`config.mk`:
```
export PLATFORM = sky130hd
export DESIGN_NAME = mem_port_arbiter_flat
export DESIGN_NICKNAME = d
export VERILOG_FILES = /design/src/rtl/mem_port_arbiter_if.sv /design/src/rtl/mem_port_arbiter.sv /design/src/flat_wrapper.sv
export SDC_FILE = /design/constraint.sdc
export NUM_CORES = 1
export LEC_CHECK = 0
export CAP_MARGIN = 40
export CORE_MARGIN = 2
export CORE_UTILIZATION = 44
export DETAILED_ROUTE_END_ITERATION = 6
export GPL_ROUTABILITY_DRIVEN = 0
export PLACE_DENSITY = 0.9
export SLEW_MARGIN = 20
export SYNTH_ARGS = -nofsm -noshare
export SYNTH_HDL_FRONTEND = slang
export SYNTH_SLANG_ARGS = --single-unit
```
`constraint.sdc`:
```
create_clock -name clk -period 1.76 [get_ports clk]
set_input_delay 0.176 -clock clk [delete_from_list [all_inputs] [get_ports clk]]
set_output_delay 0.176 -clock clk [all_outputs]
set_load 0.03 [all_outputs]
```
`src/rtl/mem_port_arbiter_if.sv`:
```
// Signal bundle between the IF/MEM pipeline ports, mem_port_arbiter and the unified memory.
// The slave modport is the arbiter's view; master is the pipeline/memory side.
interface mem_port_arbiter_if #(
  parameter int ADDR_W = 32,
  parameter int DATA_W = 32
);
  logic              if_req;
  logic [ADDR_W-1:0] if_addr;
  logic [DATA_W-1:0] if_rdata;
  logic              if_valid;
  logic              if_stall;

  logic              dm_req;
  logic              dm_we;
  logic [ADDR_W-1:0] dm_addr;
  logic [DATA_W-1:0] dm_wdata;
  logic [DATA_W-1:0] dm_rdata;
  logic              dm_valid;
  logic              dm_stall;

  logic              mem_en;
  logic              mem_we;
  logic [ADDR_W-1:0] mem_addr;
  logic [DATA_W-1:0] mem_wdata;
  logic [DATA_W-1:0] mem_rdata;

  modport slave (
    input  if_req, if_addr, dm_req, dm_we, dm_addr, dm_wdata, mem_rdata,
    output if_rdata, if_valid, if_stall, dm_rdata, dm_valid, dm_stall,
           mem_en, mem_we, mem_addr, mem_wdata
  );

  modport master (
    output if_req, if_addr, dm_req, dm_we, dm_addr, dm_wdata, mem_rdata,
    input  if_rdata, if_valid, if_stall, dm_rdata, dm_valid, dm_stall,
           mem_en, mem_we, mem_addr, mem_wdata
  );
endinterface

```
`src/rtl/mem_port_arbiter.sv`:
```
// Shares one fixed-latency single-ported memory between the fetch and data ports.
// Define MEM_ARB_RR_EN for round-robin tie-breaking; default is fixed priority (DM over IF).
module mem_port_arbiter #(
  parameter int ADDR_W  = 32,
  parameter int DATA_W  = 32,
  parameter int MEM_LAT = 2
) (
  input logic               clk,
  input logic               reset,
  mem_port_arbiter_if.slave bus
);

  localparam int CNT_W = $clog2(MEM_LAT + 1);

  if (MEM_LAT < 1 || MEM_LAT > 15) begin : g_lat_check
    $error("mem_port_arbiter: MEM_LAT must be within 1..15");
  end

  typedef enum logic [1:0] {S_IDLE, S_BUSY, S_RESP} state_e;
  typedef enum logic {PORT_IF = 1'b0, PORT_DM = 1'b1} port_e;

  state_e            state_q, state_d;
  port_e             grant_q, grant_d;
  logic [CNT_W-1:0]  cnt_q, cnt_d;
  logic              cmd_we_q, cmd_we_d;
  logic [ADDR_W-1:0] cmd_addr_q, cmd_addr_d;
  logic [DATA_W-1:0] cmd_wdata_q, cmd_wdata_d;
  logic [DATA_W-1:0] if_rdata_q, if_rdata_d;
  logic [DATA_W-1:0] dm_rdata_q, dm_rdata_d;

  logic              launch;
  port_e             launch_port;
  port_e             tie_winner;
  logic              busy;
  logic              resp;

`ifdef MEM_ARB_RR_EN
  port_e last_q;

  always_ff @(posedge clk) begin
    if (reset) begin
      last_q <= PORT_IF;
    end else if (launch) begin
      last_q <= launch_port;
    end
  end

  assign tie_winner = (last_q == PORT_IF) ? PORT_DM : PORT_IF;
`else
  assign tie_winner = PORT_DM;
`endif

  always_ff @(posedge clk) begin
    if (reset) begin
      state_q     <= S_IDLE;
      grant_q     <= PORT_IF;
      cnt_q       <= '0;
      cmd_we_q    <= 1'b0;
      cmd_addr_q  <= '0;
      cmd_wdata_q <= '0;
      if_rdata_q  <= '0;
      dm_rdata_q  <= '0;
    end else begin
      state_q     <= state_d;
      grant_q     <= grant_d;
      cnt_q       <= cnt_d;
      cmd_we_q    <= cmd_we_d;
      cmd_addr_q  <= cmd_addr_d;
      cmd_wdata_q <= cmd_wdata_d;
      if_rdata_q  <= if_rdata_d;
      dm_rdata_q  <= dm_rdata_d;
    end
  end

  always_comb begin
    state_d     = state_q;
    grant_d     = grant_q;
    cnt_d       = cnt_q;
    cmd_we_d    = cmd_we_q;
    cmd_addr_d  = cmd_addr_q;
    cmd_wdata_d = cmd_wdata_q;
    if_rdata_d  = if_rdata_q;
    dm_rdata_d  = dm_rdata_q;
    launch      = 1'b0;
    launch_port = PORT_IF;

    case (state_q)
      S_IDLE: begin
        if (bus.dm_req && bus.if_req) begin
          launch      = 1'b1;
          launch_port = tie_winner;
        end else if (bus.dm_req) begin
          launch      = 1'b1;
          launch_port = PORT_DM;
        end else if (bus.if_req) begin
          launch      = 1'b1;
          launch_port = PORT_IF;
        end
      end

      S_BUSY: begin
        cnt_d = cnt_q - CNT_W'(1);
        if (cnt_q == CNT_W'(1)) begin
          state_d = S_RESP;
          if (!cmd_we_q) begin
            if (grant_q == PORT_IF) begin
              if_rdata_d = bus.mem_rdata;
            end else begin
              dm_rdata_d = bus.mem_rdata;
            end
          end
        end
      end

      S_RESP: begin
        // The served port's req still shows the finished access, so only the other port may launch.
        state_d = S_IDLE;
        if (grant_q == PORT_IF && bus.dm_req) begin
          launch      = 1'b1;
          launch_port = PORT_DM;
        end else if (grant_q == PORT_DM && bus.if_req) begin
          launch      = 1'b1;
          launch_port = PORT_IF;
        end
      end

      default: state_d = S_IDLE;
    endcase

    if (launch) begin
      state_d = S_BUSY;
      grant_d = launch_port;
      cnt_d   = CNT_W'(MEM_LAT);
      if (launch_port == PORT_DM) begin
        cmd_we_d    = bus.dm_we;
        cmd_addr_d  = bus.dm_addr;
        cmd_wdata_d = bus.dm_wdata;
      end else begin
        cmd_we_d    = 1'b0;
        cmd_addr_d  = bus.if_addr;
        cmd_wdata_d = '0;
      end
    end
  end

  assign busy = (state_q == S_BUSY);
  assign resp = (state_q == S_RESP);

  assign bus.mem_en    = busy;
  assign bus.mem_we    = busy & cmd_we_q;
  assign bus.mem_addr  = busy ? cmd_addr_q  : '0;
  assign bus.mem_wdata = busy ? cmd_wdata_q : '0;

  assign bus.if_valid  = resp && (grant_q == PORT_IF);
  assign bus.dm_valid  = resp && (grant_q == PORT_DM);
  assign bus.if_rdata  = if_rdata_q;
  assign bus.dm_rdata  = dm_rdata_q;
  assign bus.if_stall  = bus.if_req & ~bus.if_valid;
  assign bus.dm_stall  = bus.dm_req & ~bus.dm_valid;

endmodule
```
`src/flat_wrapper.sv`:
```
// flat-port wrapper written by rule: the top's interface ports become plain ports
module mem_port_arbiter_flat 
#(
  parameter int ADDR_W  = 32,
  parameter int DATA_W  = 32,
  parameter int MEM_LAT = 2
)
  (clk, reset, bus_if_req, bus_if_addr, bus_dm_req, bus_dm_we, bus_dm_addr, bus_dm_wdata, bus_mem_rdata, bus_if_rdata, bus_if_valid, bus_if_stall, bus_dm_rdata, bus_dm_valid, bus_dm_stall, bus_mem_en, bus_mem_we, bus_mem_addr, bus_mem_wdata);
  mem_port_arbiter_if #(.ADDR_W(ADDR_W), .DATA_W(DATA_W)) bus_i ();
  input logic clk;
  input logic reset;
  input wire logic [$bits(bus_i.if_req)-1:0] bus_if_req;
  input wire logic [$bits(bus_i.if_addr)-1:0] bus_if_addr;
  input wire logic [$bits(bus_i.dm_req)-1:0] bus_dm_req;
  input wire logic [$bits(bus_i.dm_we)-1:0] bus_dm_we;
  input wire logic [$bits(bus_i.dm_addr)-1:0] bus_dm_addr;
  input wire logic [$bits(bus_i.dm_wdata)-1:0] bus_dm_wdata;
  input wire logic [$bits(bus_i.mem_rdata)-1:0] bus_mem_rdata;
  output wire logic [$bits(bus_i.if_rdata)-1:0] bus_if_rdata;
  output wire logic [$bits(bus_i.if_valid)-1:0] bus_if_valid;
  output wire logic [$bits(bus_i.if_stall)-1:0] bus_if_stall;
  output wire logic [$bits(bus_i.dm_rdata)-1:0] bus_dm_rdata;
  output wire logic [$bits(bus_i.dm_valid)-1:0] bus_dm_valid;
  output wire logic [$bits(bus_i.dm_stall)-1:0] bus_dm_stall;
  output wire logic [$bits(bus_i.mem_en)-1:0] bus_mem_en;
  output wire logic [$bits(bus_i.mem_we)-1:0] bus_mem_we;
  output wire logic [$bits(bus_i.mem_addr)-1:0] bus_mem_addr;
  output wire logic [$bits(bus_i.mem_wdata)-1:0] bus_mem_wdata;
  assign bus_i.if_req = bus_if_req;
  assign bus_i.if_addr = bus_if_addr;
  assign bus_i.dm_req = bus_dm_req;
  assign bus_i.dm_we = bus_dm_we;
  assign bus_i.dm_addr = bus_dm_addr;
  assign bus_i.dm_wdata = bus_dm_wdata;
  assign bus_i.mem_rdata = bus_mem_rdata;
  assign bus_if_rdata = bus_i.if_rdata;
  assign bus_if_valid = bus_i.if_valid;
  assign bus_if_stall = bus_i.if_stall;
  assign bus_dm_rdata = bus_i.dm_rdata;
  assign bus_dm_valid = bus_i.dm_valid;
  assign bus_dm_stall = bus_i.dm_stall;
  assign bus_mem_en = bus_i.mem_en;
  assign bus_mem_we = bus_i.mem_we;
  assign bus_mem_addr = bus_i.mem_addr;
  assign bus_mem_wdata = bus_i.mem_wdata;
  mem_port_arbiter #(.ADDR_W(ADDR_W), .DATA_W(DATA_W), .MEM_LAT(MEM_LAT)) u_core (.clk(clk), .reset(reset), .bus(bus_i));
endmodule
```
==> results of run 1 <==
## layout by cell type (no fill, tap or decap), drive strengths merged, types with 2 or more instances in the layout
| cell | instances |
|---|---|
| nand3b | 32 |
| nor3 | 3 |
| nand2 | 98 |
| clkbuf | 21 |
| nand2b | 2 |
| clkinv | 5 |
| a21oi | 3 |
| o21ai | 33 |
| nor4b | 32 |
| and2 | 65 |
| nor2 | 35 |
| a2111o | 32 |
| mux2i | 65 |
| bufinv | 3 |
| clkinvlp | 2 |
| clkdlybuf4s50 | 196 |
| nor2b | 34 |
| a31oi | 32 |
| buf | 111 |
| inv | 6 |
| dfxtp | 134 |
| a32o | 33 |
## sequential cells by signal, summed over array words and instances, names as in the netlist
signal               cells
u_core.bus.dm_rdata     32
u_core.bus.if_rdata     32
u_core.cmd_addr_q       32
u_core.cmd_wdata_q      32
u_core.cmd_we_q          1
u_core.cnt_q             2
u_core.grant_q           1
u_core.state_q           2
## final timing paths
check,endpoint,slack (ps),cells after the start
worst max-delay path,bus_mem_wdata[12],20,4
worst min-delay path,u_core.cmd_addr_q[13]$_SDFFE_PP0P_,330,3
worst max register to register,u_core.cmd_wdata_q[11]$_SDFFE_PP0P_,60,5
worst min register to register,u_core.bus.if_rdata[6]$_SDFFE_PP0P_,460,2
## what timing repair did
action / in CTS / in global routing
buffers inserted: 3 / 2
gates cloned: 1 / 3
gates resized for setup: 13 / 35
setup endpoints to repair: 52 / 65
hold buffers: 0 / 0
## worst register-to-register path, stage by stage (launching register included)
cell,delay (ps)
dfxtp_4,360
buf_4,150
a21bo_4,230
a221o_1,390
buf_12,190
a32o_1,290
## metal layers
layer	part of all wire [%]	wire length, µm	vias to the layer above	track usage [%]
met1	41	8440	3071	29.1
met3	5.9	1220	50	5.44
met4	3.3	675	0	10.0
met2	50	10200	267	41.7
li1	-	-	3124	-
met5	0	0	-	0
## report_power, final
part / internal [mW] / switching [mW]
clock network: 2.29 / 1.40
registers: 3.18 / 0.126
logic: 0.841 / 0.795
total: 6.31 / 2.32
## logic make-up after synthesis
logic type      Yosys count
buf+inv                  84
compound gates          137
flops                   134
simple gates            304
fa+ha+maj                 1
mux                      65
xor+xnor                  1
## layout make-up
class | instances | area (µm²)
Fill cell | 1051 | 4290
Clock buffer | 19 | 443
Multi-Input combinational cell | 508 | 3580
Timing Repair Buffer | 310 | 3120
Sequential cell | 134 | 2690
Clock inverter | 13 | 170
Tap cell | 184 | 230
Inverter | 3 | 12.5
==> out/metrics.cfg, run 1 <==
[final_layout]
n_antenna_cell=0
postLayoutCoreUtil_pct=70.5
syn_to_final_growth_pct=56.6
nets=1108
fin_area_um2=10200
layoutNonFillerInstCount=1171
drive_gt1_share_pct=17.3

[timing]
relSlewSlack_pct=74.9
finalCritPeriodShare_pct=99.0
final.setup.tns_ps=0
setup_viol=0
worstMarginPinSlew_ps=376
post-route-min-period_ps=1740
fmax_ghz=0.574
layout_setup_ws_ps=17.6
slew_viol_final=0
fin_skew_ps=11.0
grt_setup_unrepaired=yes
finalHoldViolCount=0
hold_ws_ps=334

[synth]
synth_xor_area_share_pct=0.134
async_flop_share_pct=0
syn_nets=860
muxShareOfSynthArea_pct=9.94
synth_most_common_cell=dfxtp_1
synthFlopType=dfxtp_1
synth_area_leader_cell=dfxtp_1
netlist.area_leader.share_pct=41.0
synthAdderAreaFrac_pct=0.191
synth.cell_area_um2=6540
synth_cells=726
synth-seq-cells=134
synth_common_cells=dfxtp_1, nand2_1, and2_1, mux2i_1, clkbuf_1
synth_top_family_by_area=simple AND/OR/NAND/NOR gates
synth_edf_count=0
synth_compound_area_share_pct=17.1
synth_area_leaders=dfxtp_1, mux2i_1, and2_1
yosys.area_share.simple_pct=26.0
synth.avg_cell_area_um2=9.01
ys_types=31
synth_warnings=0
ys_seq_area_share_pct=41.0

[drt]
dr.pass1.iters=5
drtIter0Drc=343
num_vias=6512
post-route-drc-count=0
ant_nets=0
via_per_inst=5.56
wl_per_cell_um=17.6
finalWirelength_um=20600

[setup_path]
required_ps=1580
endpoint_kind=primary output
crit_start=u_core.state_q[1]$_SDFFE_PP0P_
rr_startpoint=u_core.state_q[1]$_SDFFE_PP0P_
start_kind=flop
path_delay_family=buffers and inverters
crit_arrival_ps=1570
path_max_fanout=26
path_buf_inv=2
critPathKind=flop to primary output
cp_cell_sequence=nor2b_4 > bufbuf_16 > and2_1 > buf_4
crit_slowest_cell=dfxtp_4
critical_path.max_stage_delay_ps=360

[clock_network]
clk_pin_slew_worst_paths_ps=60
cts_sinks=134
worstSkewPairLatency_ps=420
h-tree-depth=4
cts_tree=yes
cts_root_buf=clkbuf_16
cts_buffer_depth=2
cts_buffers=17

[worst_hold_path]
hp-start=bus_if_addr[13]
min_path_type=primary input to flop

[global_routing]
grt_pass1_wl_um=31200
grt_pass1_vias=6120
grt_overflow=0
grtUsageTotal_pct=24.2
grt_max_degree=68
antenna_found_initial=0

[place]
dp.cells=1130
place_area_um2=9340
place_ws_ps=-119
hpwl_um=13500
io_buffers=266

[die]
die_area_um2=15900
ios=267
rows=44
die-width_um=126
die_h_um=126
core_um2=14500
initial_core_util_pct=45.0

[power]
leakagePower_nw=4.12
power.density_nw_per_um2=842
total_power_mw=8.63
ir_drop_mv=0.700

[run]
max_cap_violations=0

[outcome]
status=complete, no violations

Note: power is estimated with default switching activity, not from simulation.
==> inputs of run 2 (changes only) <==
--- a/config.mk
+++ b/config.mk
@@ -6,6 +6,7 @@
 export NUM_CORES = 1
 export LEC_CHECK = 0
 export CAP_MARGIN = 40
+export CORE_ASPECT_RATIO = 1.1
 export CORE_MARGIN = 2
 export CORE_UTILIZATION = 44
 export DETAILED_ROUTE_END_ITERATION = 6
==> out/metrics.cfg, run 2 (synthesis gave the netlist of run 1 again) <==
[clock_network]
cts_hold_buffers=0  ; unchanged
clk_pin_slew_worst_paths_ps=50  ; about the same
cts_tree=yes
cts_buffer_depth=2  ; unchanged
worstSkewPairLatency_ps=420  ; about the same
h-tree-depth=4  ; unchanged
cts_buffers=17  ; unchanged
cts_root_buf=clkbuf_16
cts_sinks=134  ; unchanged

[drt]
wl_per_cell_um=17.3  ; -1.4%
dr.pass1.iters=5  ; unchanged
drtIter0Drc=336  ; -2.0%
ant_nets=0  ; unchanged
via_per_inst=5.56  ; about the same
finalWirelength_um=20300  ; -1.5%
post-route-drc-count=0  ; unchanged
num_vias=6508  ; -0.061%

[worst_hold_path]
min_path_type=primary input to flop
whs_path_depth=2  ; -1
hold_path_end=u_core.state_q[0]$_SDFFE_PP0P_
hp-start=reset

[setup_path]
rrSetupSlack_ps=40  ; -20 ps
endpoint_kind=primary output
rr_startpoint=u_core.state_q[0]$_SDFFE_PP0P_
crit_top_cell=buf_4
path_max_fanout=12  ; -54%
critPathKind=flop to primary output
critical_path.max_stage_delay_ps=350  ; about the same
r2r_cells=6  ; +1
crit_slowest_cell=dfxtp_2
crit_arrival_ps=1580  ; about the same
required_ps=1580  ; about the same
cp_cell_sequence=nor2b_4 > buf_4 > clkbuf_16 > and2_1 > buf_4
regToRegEndpoint=u_core.bus.dm_rdata[9]$_SDFFE_PP0P_
start_kind=flop

[power]
pwr-share-comb_pct=18.6  ; -0.4 points
internal_power_mw=6.40  ; +1.4%
power.density_nw_per_um2=846  ; +0.51%
leakagePower_nw=4.12  ; -0.11%
switching_share_pct=26.4  ; -0.47 points
seq_power_share_pct=38.0  ; -0.4 points
total_power_mw=8.69  ; +0.79%
pwr-share-clk_pct=43.5  ; +0.8 points
power.net_switching_mw=2.29  ; -0.99%
ir_drop_mv=0.596  ; -15%

[timing]
grt_setup_unrepaired=yes
finalHoldViolCount=0  ; unchanged
setup_viol=0  ; unchanged
worstMarginPinSlew_ps=520  ; +144 ps
finalCritPeriodShare_pct=99.5  ; +0.49 points
relSlewSlack_pct=65.4  ; -9.5 points
post-route-min-period_ps=1750  ; +8.70 ps
slew_viol_final=0  ; unchanged
layout_setup_ws_ps=8.95  ; -8.70 ps
fmax_ghz=0.571  ; -0.50%
fin_skew_ps=9.24  ; -1.79 ps

[place]
place_ws_ps=-142  ; -22.9 ps
hpwl_um=13200  ; -2.5%
io_buffers=266  ; unchanged
place_area_um2=9480  ; +1.5%

[final_layout]
nets=1099  ; -0.81%
fin_area_um2=10300  ; +0.28%
n_antenna_cell=0  ; unchanged
seqCellArea_um2=2690  ; -0.23%
multi_input_area_um2=3580  ; unchanged
syn_to_final_growth_pct=57.1
fillers=1062  ; +1.0%
drive_gt1_share_pct=17.3  ; -0.045 points
final_common_cell=clkdlybuf4s50_1
postLayoutCoreUtil_pct=70.9  ; +0.34 points
final_cell_mix=clkdlybuf4s50_1, dfxtp_1, nand2_1

[global_routing]
met1_usage_pct=28.9  ; -0.15 points
grtUsageMet3_pct=6.79  ; +1.4 points
grt_pass1_vias=6218  ; +1.6%
grt_busiest_layer=met2
grt_max_degree=104  ; +53%
grt_util_met2_pct=42.7  ; +0.93 points
grt_overflow=0  ; unchanged
antenna_found_initial=0  ; unchanged
grtUsageTotal_pct=24.4  ; +0.20 points
grt_pass1_wl_um=31500  ; +1.0%

[die]
core_um2=14500  ; -0.21%
ios=267  ; unchanged
die-width_um=120  ; -4.5%
die_h_um=132  ; +4.7%
initial_core_util_pct=45.1  ; +0.093 points
rows=46  ; +4.5%
die_area_um2=15900  ; about the same

[outcome]
status=complete, no violations

[run]
max_cap_violations=0  ; unchanged

[run 2: changes by cell type in the layout (fill, tap and decap cells not counted), moves of 7 or more]
cell,previous run,this run
and2_4,13,20
and2_1,52,45
buf_2,0,16
buf_12,11,24
buf_4,75,40
[run 2: worst max-delay path by stage]
stage / startpoint / end
floorplan: u_core.state_q[1]$_SDFFE_PP0P_ / bus_if_stall
global placement: bus_dm_req / u_core.cmd_wdata_q[29]$_SDFFE_PP0P_
detailed placement: bus_dm_req / u_core.cmd_wdata_q[12]$_SDFFE_PP0P_
CTS: u_core.state_q[0]$_SDFFE_PP0P_ / bus_mem_we
global route: u_core.state_q[0]$_SDFFE_PP0P_ / bus_mem_wdata[25]
finish: u_core.state_q[0]$_SDFFE_PP0P_ / bus_mem_wdata[4]
[run 2: routing by layer]
layer | vias to the layer above | wire (µm)
li1 | 3084 | -
met1 | 3136 | 8110
met2 | 259 | 10300
met3 | 29 | 1470
met4 | 0 | 384
met5 | - | 0
[run 2: layout make-up]
type | instances | share of cell area, %
clock buffers | 18 | 4.18
clock inverters | 14 | 1.91
flip-flops and latches | 134 | 26.1
multi-input cells | 508 | 34.9
repair buffers | 301 | 30.4
inverters | 3 | 0.122
well taps | 192 | 2.34
[run 2: critical path: cells and delay by family (launching register included)]
family | cells | cell delay [ps]
buffers and inverters | 3 | 460
AND/OR/NAND/NOR | 2 | 360
flip-flops | 1 | 350
[run 2: power by group through the flow]
stage | combinational, mW | sequential [mW] | clock [mW]
after floorplan | 0.831 | 3.35 | 0
after global placement | 1.52 | 3.35 | 0
after detailed placement | 1.54 | 3.36 | 0
after CTS | 1.55 | 3.29 | 3.85
after global routing | 1.73 | 3.32 | 3.96
final | 1.61 | 3.30 | 3.78
[run 2: repair_timing]
| item | CTS | global route |
|---|---|---|
| gates cloned | 0 | 2 |
| setup buffers | 0 | 4 |
| hold endpoints to repair | 0 | 0 |
| resized for setup | 112 | 29 |
| setup endpoints to repair | 46 | 25 |
| pin swaps | 1 | 5 |
[run 2: metrics by stage]
step	setup TNS [ps]	instances	hold slack [ps]
2_1_floorplan	-22.9	726	302
3_3_place_gp	-5010	1132	442
3_5_place_dp	-7080	1132	450
4_1_cts	-1000	1164	98.1
5_1_grt	-987	1170	118
6_report	0	1170	114
==> inputs of run 3 (changes only) <==
--- a/config.mk
+++ b/config.mk
@@ -12,6 +12,7 @@
 export DETAILED_ROUTE_END_ITERATION = 6
 export GPL_ROUTABILITY_DRIVEN = 0
 export PLACE_DENSITY = 0.9
+export RECOVER_POWER = 100
 export SLEW_MARGIN = 20
 export SYNTH_ARGS = -nofsm -noshare
 export SYNTH_HDL_FRONTEND = slang
==> out/metrics.cfg, run 3 (synthesis gave the netlist of run 1 again) <==
[global_routing]
grt_pass1_wl_um=31500  ; unchanged
grt_pass1_vias=6218  ; unchanged
grtUsageTotal_pct=24.4  ; unchanged
grt_overflow=0  ; unchanged
antenna_found_initial=0  ; unchanged
grt_max_degree=104  ; unchanged

[clock_network]
cts_root_buf=clkbuf_16
cts_hold_buffers=0  ; unchanged
cts_sinks=134  ; unchanged
h-tree-depth=4  ; unchanged
clk_pin_slew_worst_paths_ps=50  ; about the same
worstSkewPairLatency_ps=420  ; about the same
cts_buffer_depth=2  ; unchanged
cts_tree=yes
cts_buffers=17  ; unchanged

[drt]
num_vias=6496  ; -0.18%
dr.pass1.iters=6  ; +1
via_per_inst=5.55  ; -0.18%
wl_per_cell_um=17.3  ; about the same
drtIter0Drc=338  ; +0.60%
post-route-drc-count=0  ; unchanged
ant_nets=0  ; unchanged
finalWirelength_um=20300  ; about the same

[timing]
final.setup.tns_ps=0  ; unchanged
worstMarginPinSlew_ps=513  ; -6.79 ps
slew_viol_final=0  ; unchanged
relSlewSlack_pct=65.8  ; +0.45 points
grt_setup_unrepaired=yes
hold_ws_ps=114  ; +0.126 ps
post-route-min-period_ps=1750  ; -1.42 ps
finalCritPeriodShare_pct=99.4  ; about the same
layout_setup_ws_ps=10.4  ; +1.42 ps
setup_viol=0  ; unchanged
fin_skew_ps=9.83  ; +0.590 ps
fmax_ghz=0.572  ; about the same
finalHoldViolCount=0  ; unchanged

[power]
leakagePower_nw=4.11  ; -0.12%
total_power_mw=8.69  ; about the same
power.density_nw_per_um2=847  ; +0.10%
ir_drop_mv=0.596  ; about the same

[setup_path]
start_kind=flop
required_ps=1580  ; about the same
critPathKind=flop to primary output
crit_arrival_ps=1570  ; about the same
endpoint_kind=primary output
path_max_fanout=11  ; -1

[die]
core_um2=14500  ; unchanged
initial_core_util_pct=45.1  ; unchanged
die_area_um2=15900  ; unchanged
ios=267  ; unchanged
die-width_um=120  ; unchanged
rows=46  ; unchanged
die_h_um=132  ; unchanged

[worst_hold_path]
min_path_type=primary input to flop

[final_layout]
postLayoutCoreUtil_pct=70.8  ; -0.086 points
nets=1099  ; unchanged
syn_to_final_growth_pct=56.9
n_antenna_cell=0  ; unchanged
drive_gt1_share_pct=17.3  ; unchanged
final_cell_mix=clkdlybuf4s50_1, dfxtp_1, nand2_1
layoutNonFillerInstCount=1170  ; unchanged
fin_area_um2=10300  ; -0.12%
fillers=1062  ; unchanged
seqCellArea_um2=2690  ; unchanged
final_common_cell=clkdlybuf4s50_1
multi_input_area_um2=3580  ; unchanged

[run]
max_cap_violations=0  ; unchanged

[place]
place_ws_ps=-142  ; unchanged
io_buffers=266  ; unchanged
hpwl_um=13200  ; unchanged
place_area_um2=9480  ; unchanged
dp.cells=1132  ; unchanged

[outcome]
status=complete, no violations

## run 3: final cells by class
cell class | count | area share (%)
clock buffers | 18 | 4.18
flip-flops and latches | 134 | 26.2
well taps | 192 | 2.34
multi-input cells | 508 | 34.9
clock inverters | 14 | 1.91
repair buffers | 301 | 30.4
inverters | 3 | 0.122
## run 3: critical path: stages (launching register included)
cell	delay, ps
dfxtp_2	350
nor2b_4	220
buf_12	160
clkbuf_16	160
and2_1	140
buf_6	130
## run 3: report_power, final
| part | switching [mW] | internal, mW | leakage [nW] | total [mW] |
|---|---|---|---|---|
| sequential | 0.118 | 3.18 | 1.09 | 3.30 |
| combinational | 0.789 | 0.823 | 2.71 | 1.61 |
| clock | 1.39 | 2.39 | 0.310 | 3.78 |
| total | 2.30 | 6.40 | 4.11 | 8.69 |
## run 3: repair_timing
action,CTS,global route
endpoints found under the setup margin,46,25
pin swaps,1,5
hold endpoints to repair,0,0
gates cloned,0,2
setup buffers,0,4
gates resized for setup,112,29
## run 3: path summary, 6_finish.rpt
kind                                       start                                   to  slack, ps  cells after the start
max reg2reg       u_core.state_q[0]$_SDFFE_PP0P_  u_core.bus.dm_rdata[9]$_SDFFE_PP0P_         40                      6
max               u_core.state_q[0]$_SDFFE_PP0P_                    bus_mem_wdata[11]         10                      5
min                                        reset       u_core.state_q[0]$_SDFFE_PP0P_        110                      2
min reg2reg  u_core.bus.dm_rdata[6]$_SDFFE_PP0P_  u_core.bus.dm_rdata[6]$_SDFFE_PP0P_        460                      2
## run 3: per-layer routing
layer,wire length (µm),global-route usage (%)
met1,8170,28.9
met2,10200,42.7
met3,1480,6.79
met4,384,7.43
met5,0,0
==> patch: new RTL, settings of run 1 <==
Add a define of `MEM_ARB_RR_EN`.
--- a/src/rtl/mem_port_arbiter.sv
+++ b/src/rtl/mem_port_arbiter.sv
@@ -1,5 +1,7 @@
 // Shares one fixed-latency single-ported memory between the fetch and data ports.
 // Define MEM_ARB_RR_EN for round-robin tie-breaking; default is fixed priority (DM over IF).
+`define MEM_ARB_RR_EN
+
 module mem_port_arbiter #(
   parameter int ADDR_W  = 32,
   parameter int DATA_W  = 32,
Behaviour: no difference found for any inputs over 4 cycles, from zero or initial values and one cycle with reset high; that may be too few to reach the edited logic, so the function may still have changed.
==> patch against run 1 <==
Wire length fell by 2.2%; final cell count down 3.9%; first-iteration DRC count is 71% higher; sequential cell count unchanged; utilization up 0.13 points; setup slack got worse by 0.012 ns; total power grew 0.54%; hold slack got worse by 0.19 ns; cell area fell by 5.4%; synthesized cell count decreased by 3.9%; synthesized area down 6.7%; largest cell class unchanged; largest power group unchanged.
==> patch: results <==
outcome:
  status: "completed"
run:
  drv_cap: 0
logic_synthesis:
  ys_seq_area_frac: 0.440
  ys.flop_type: "dfxtp_1"
  synthArstFlopShare: 0
  synth.area.top_cells: "dfxtp_1, o21ai_0, and2_1"
  avgSynthCellArea_um2: 8.74
  synth_commonest_cells: "dfxtp_1, o21ai_0, a21oi_1"
  ys_types: 28
  synth_warnings: 0
  yosys.area.top_type_share: 0.440
  syn_nets: 832
critical_path:
  rrSetupSlack_ns: 0.08
  crit_start: "u_core.state_q[0]"
  cp_max_fo: 19
  crit_arrival_ns: 1.58
timing:
  setup_viol: 0
  fin_skew_ns: 0.00621
  worst_slew_pin_slew_ns: 0.413
  fmax_mhz: 570
grt:
  grtUsageTotal: 0.262
  grt_max_degree: 65
  grt_pass1_vias: 6019
  grt_pass1_wl_mm: 30.7
  grt-ovfl-total: 0
  antenna_found_initial: 1
placed_design:
  place_ws_ns: -0.00121
  dp.cells: 1084
  portBuffers: 266
  hpwl_mm: 12.9
clocking:
  root_buffer: "clkbuf_16"
  path_clk_slew_ns: 0.06
  cts_max_level: 4
  cts_buffer_depth: 2
  cts_buffers: 17
  clk_latency_ns: 0.42
finish:
  drive_gt1_frac: 0.164
  fillCellCount: 1025
route:
  drtIter0Drc: 586
  drtPass1Iterations: 5
  post_drt_wl_per_cell_um: 17.9
  via_per_inst: 5.72
  num_vias: 6431
pwr:
  p_leak_nw: 3.49
  vdd_ir_drop_max_mv: 0.663
  p_switching_w: 0.00222
hold_path:
  hp-start: "reset"
  hold_path_class: "in -> reg"
-- patch: changes by cell type after synthesis, moves of 4 or more --
| cell | before | now |
|---|---|---|
| a21oi_1 | 3 | 66 |
| buf_2 | 18 | 22 |
| o21ai_0 | 33 | 96 |
| nand3b_1 | 32 | 0 |
| nand2b_1 | 2 | 34 |
| a2111o_1 | 32 | 0 |
| nand3_1 | 0 | 64 |
| nor2b_1 | 34 | 3 |
| or3b_1 | 0 | 32 |
| nand2_1 | 98 | 1 |
| mux2i_1 | 65 | 1 |
| nor4b_1 | 32 | 0 |
| nor2_1 | 35 | 0 |
| o221ai_1 | 0 | 32 |
-- patch: final cells by class --
class                      count  area (um^2)  area share
clock buffer                  21          470      0.0485
tap                          180          225      0.0232
clock inverter                11          171      0.0177
sequential                   134         2690       0.277
inverter                       4         18.8     0.00194
timing repair buffer         300         3040       0.314
multi-input combinational    474         3080       0.317
antenna                        1         2.50    0.000258
-- patch: metal layers --
metal,track usage,wire length [um],vias to the layer above
li1,-,-,3053
met1,0.307,7690,3048
met2,0.431,9990,294
met3,0.0960,1980,36
met4,0.116,467,0
met5,0,0,-
-- patch: repair_timing --
item | CTS | global route
setup endpoints to repair | 42 | 54
endpoints found under the hold margin | 0 | 0
gates cloned | 1 | 3
buffers inserted | 2 | 2
resized for setup | 89 | 59
pin swaps | 1 | 1
-- patch: power by group through the flow --
stage,Combinational [W],Clock [W],Sequential [W]
5_1_grt,0.00166,0.00402,0.00331
6_report,0.00156,0.00383,0.00329
2_1_floorplan,0.000775,0,0.00333
4_1_cts,0.00150,0.00388,0.00328
3_3_place_gp,0.00143,0,0.00334
3_5_place_dp,0.00145,0,0.00335
-- patch: cells by family (layout without fill, tap and decap cells) --
kind of cell | count (synthesis) | count (layout) | synth area share
adders and majority gates | 1 | 1 | 0.00205
buffers and inverters | 90 | 336 | 0.0660
DFF | 134 | 134 | 0.440
AOI/OAI and AO/OA | 264 | 264 | 0.274
and+or+nand+nor | 206 | 206 | 0.213
muxes | 2 | 2 | 0.00410
other | 0 | 1 | 0
xor gates and xnor gates | 1 | 1 | 0.00144
-- patch: stage by stage --
stage	util	area (um^2)	hold WS [ns]
finish	0.706	9690	0.141
global route	0.706	9690	0.165
CTS	0.697	9560	0.126
detailed placement	0.647	8870	0.466
global placement	0.647	8870	0.460
floorplan	-	6110	0.302
-- patch: path summary, 6_finish.rpt --
check	endpoint	cells past startpoint
worst max register to register	u_core.cmd_addr_q[23]	6
worst min register to register	u_core.bus.if_rdata[17]	2
worst min-delay path	u_core.cmd_addr_q[22]	4
worst max-delay path	bus_mem_wdata[17]	4
-- patch: critical path, cell delays in order, from the launching register on --
cell	delay, ns
dfxtp_2	0.32
nor2b_4	0.22
bufbuf_16	0.33
and2_1	0.14
buf_4	0.16
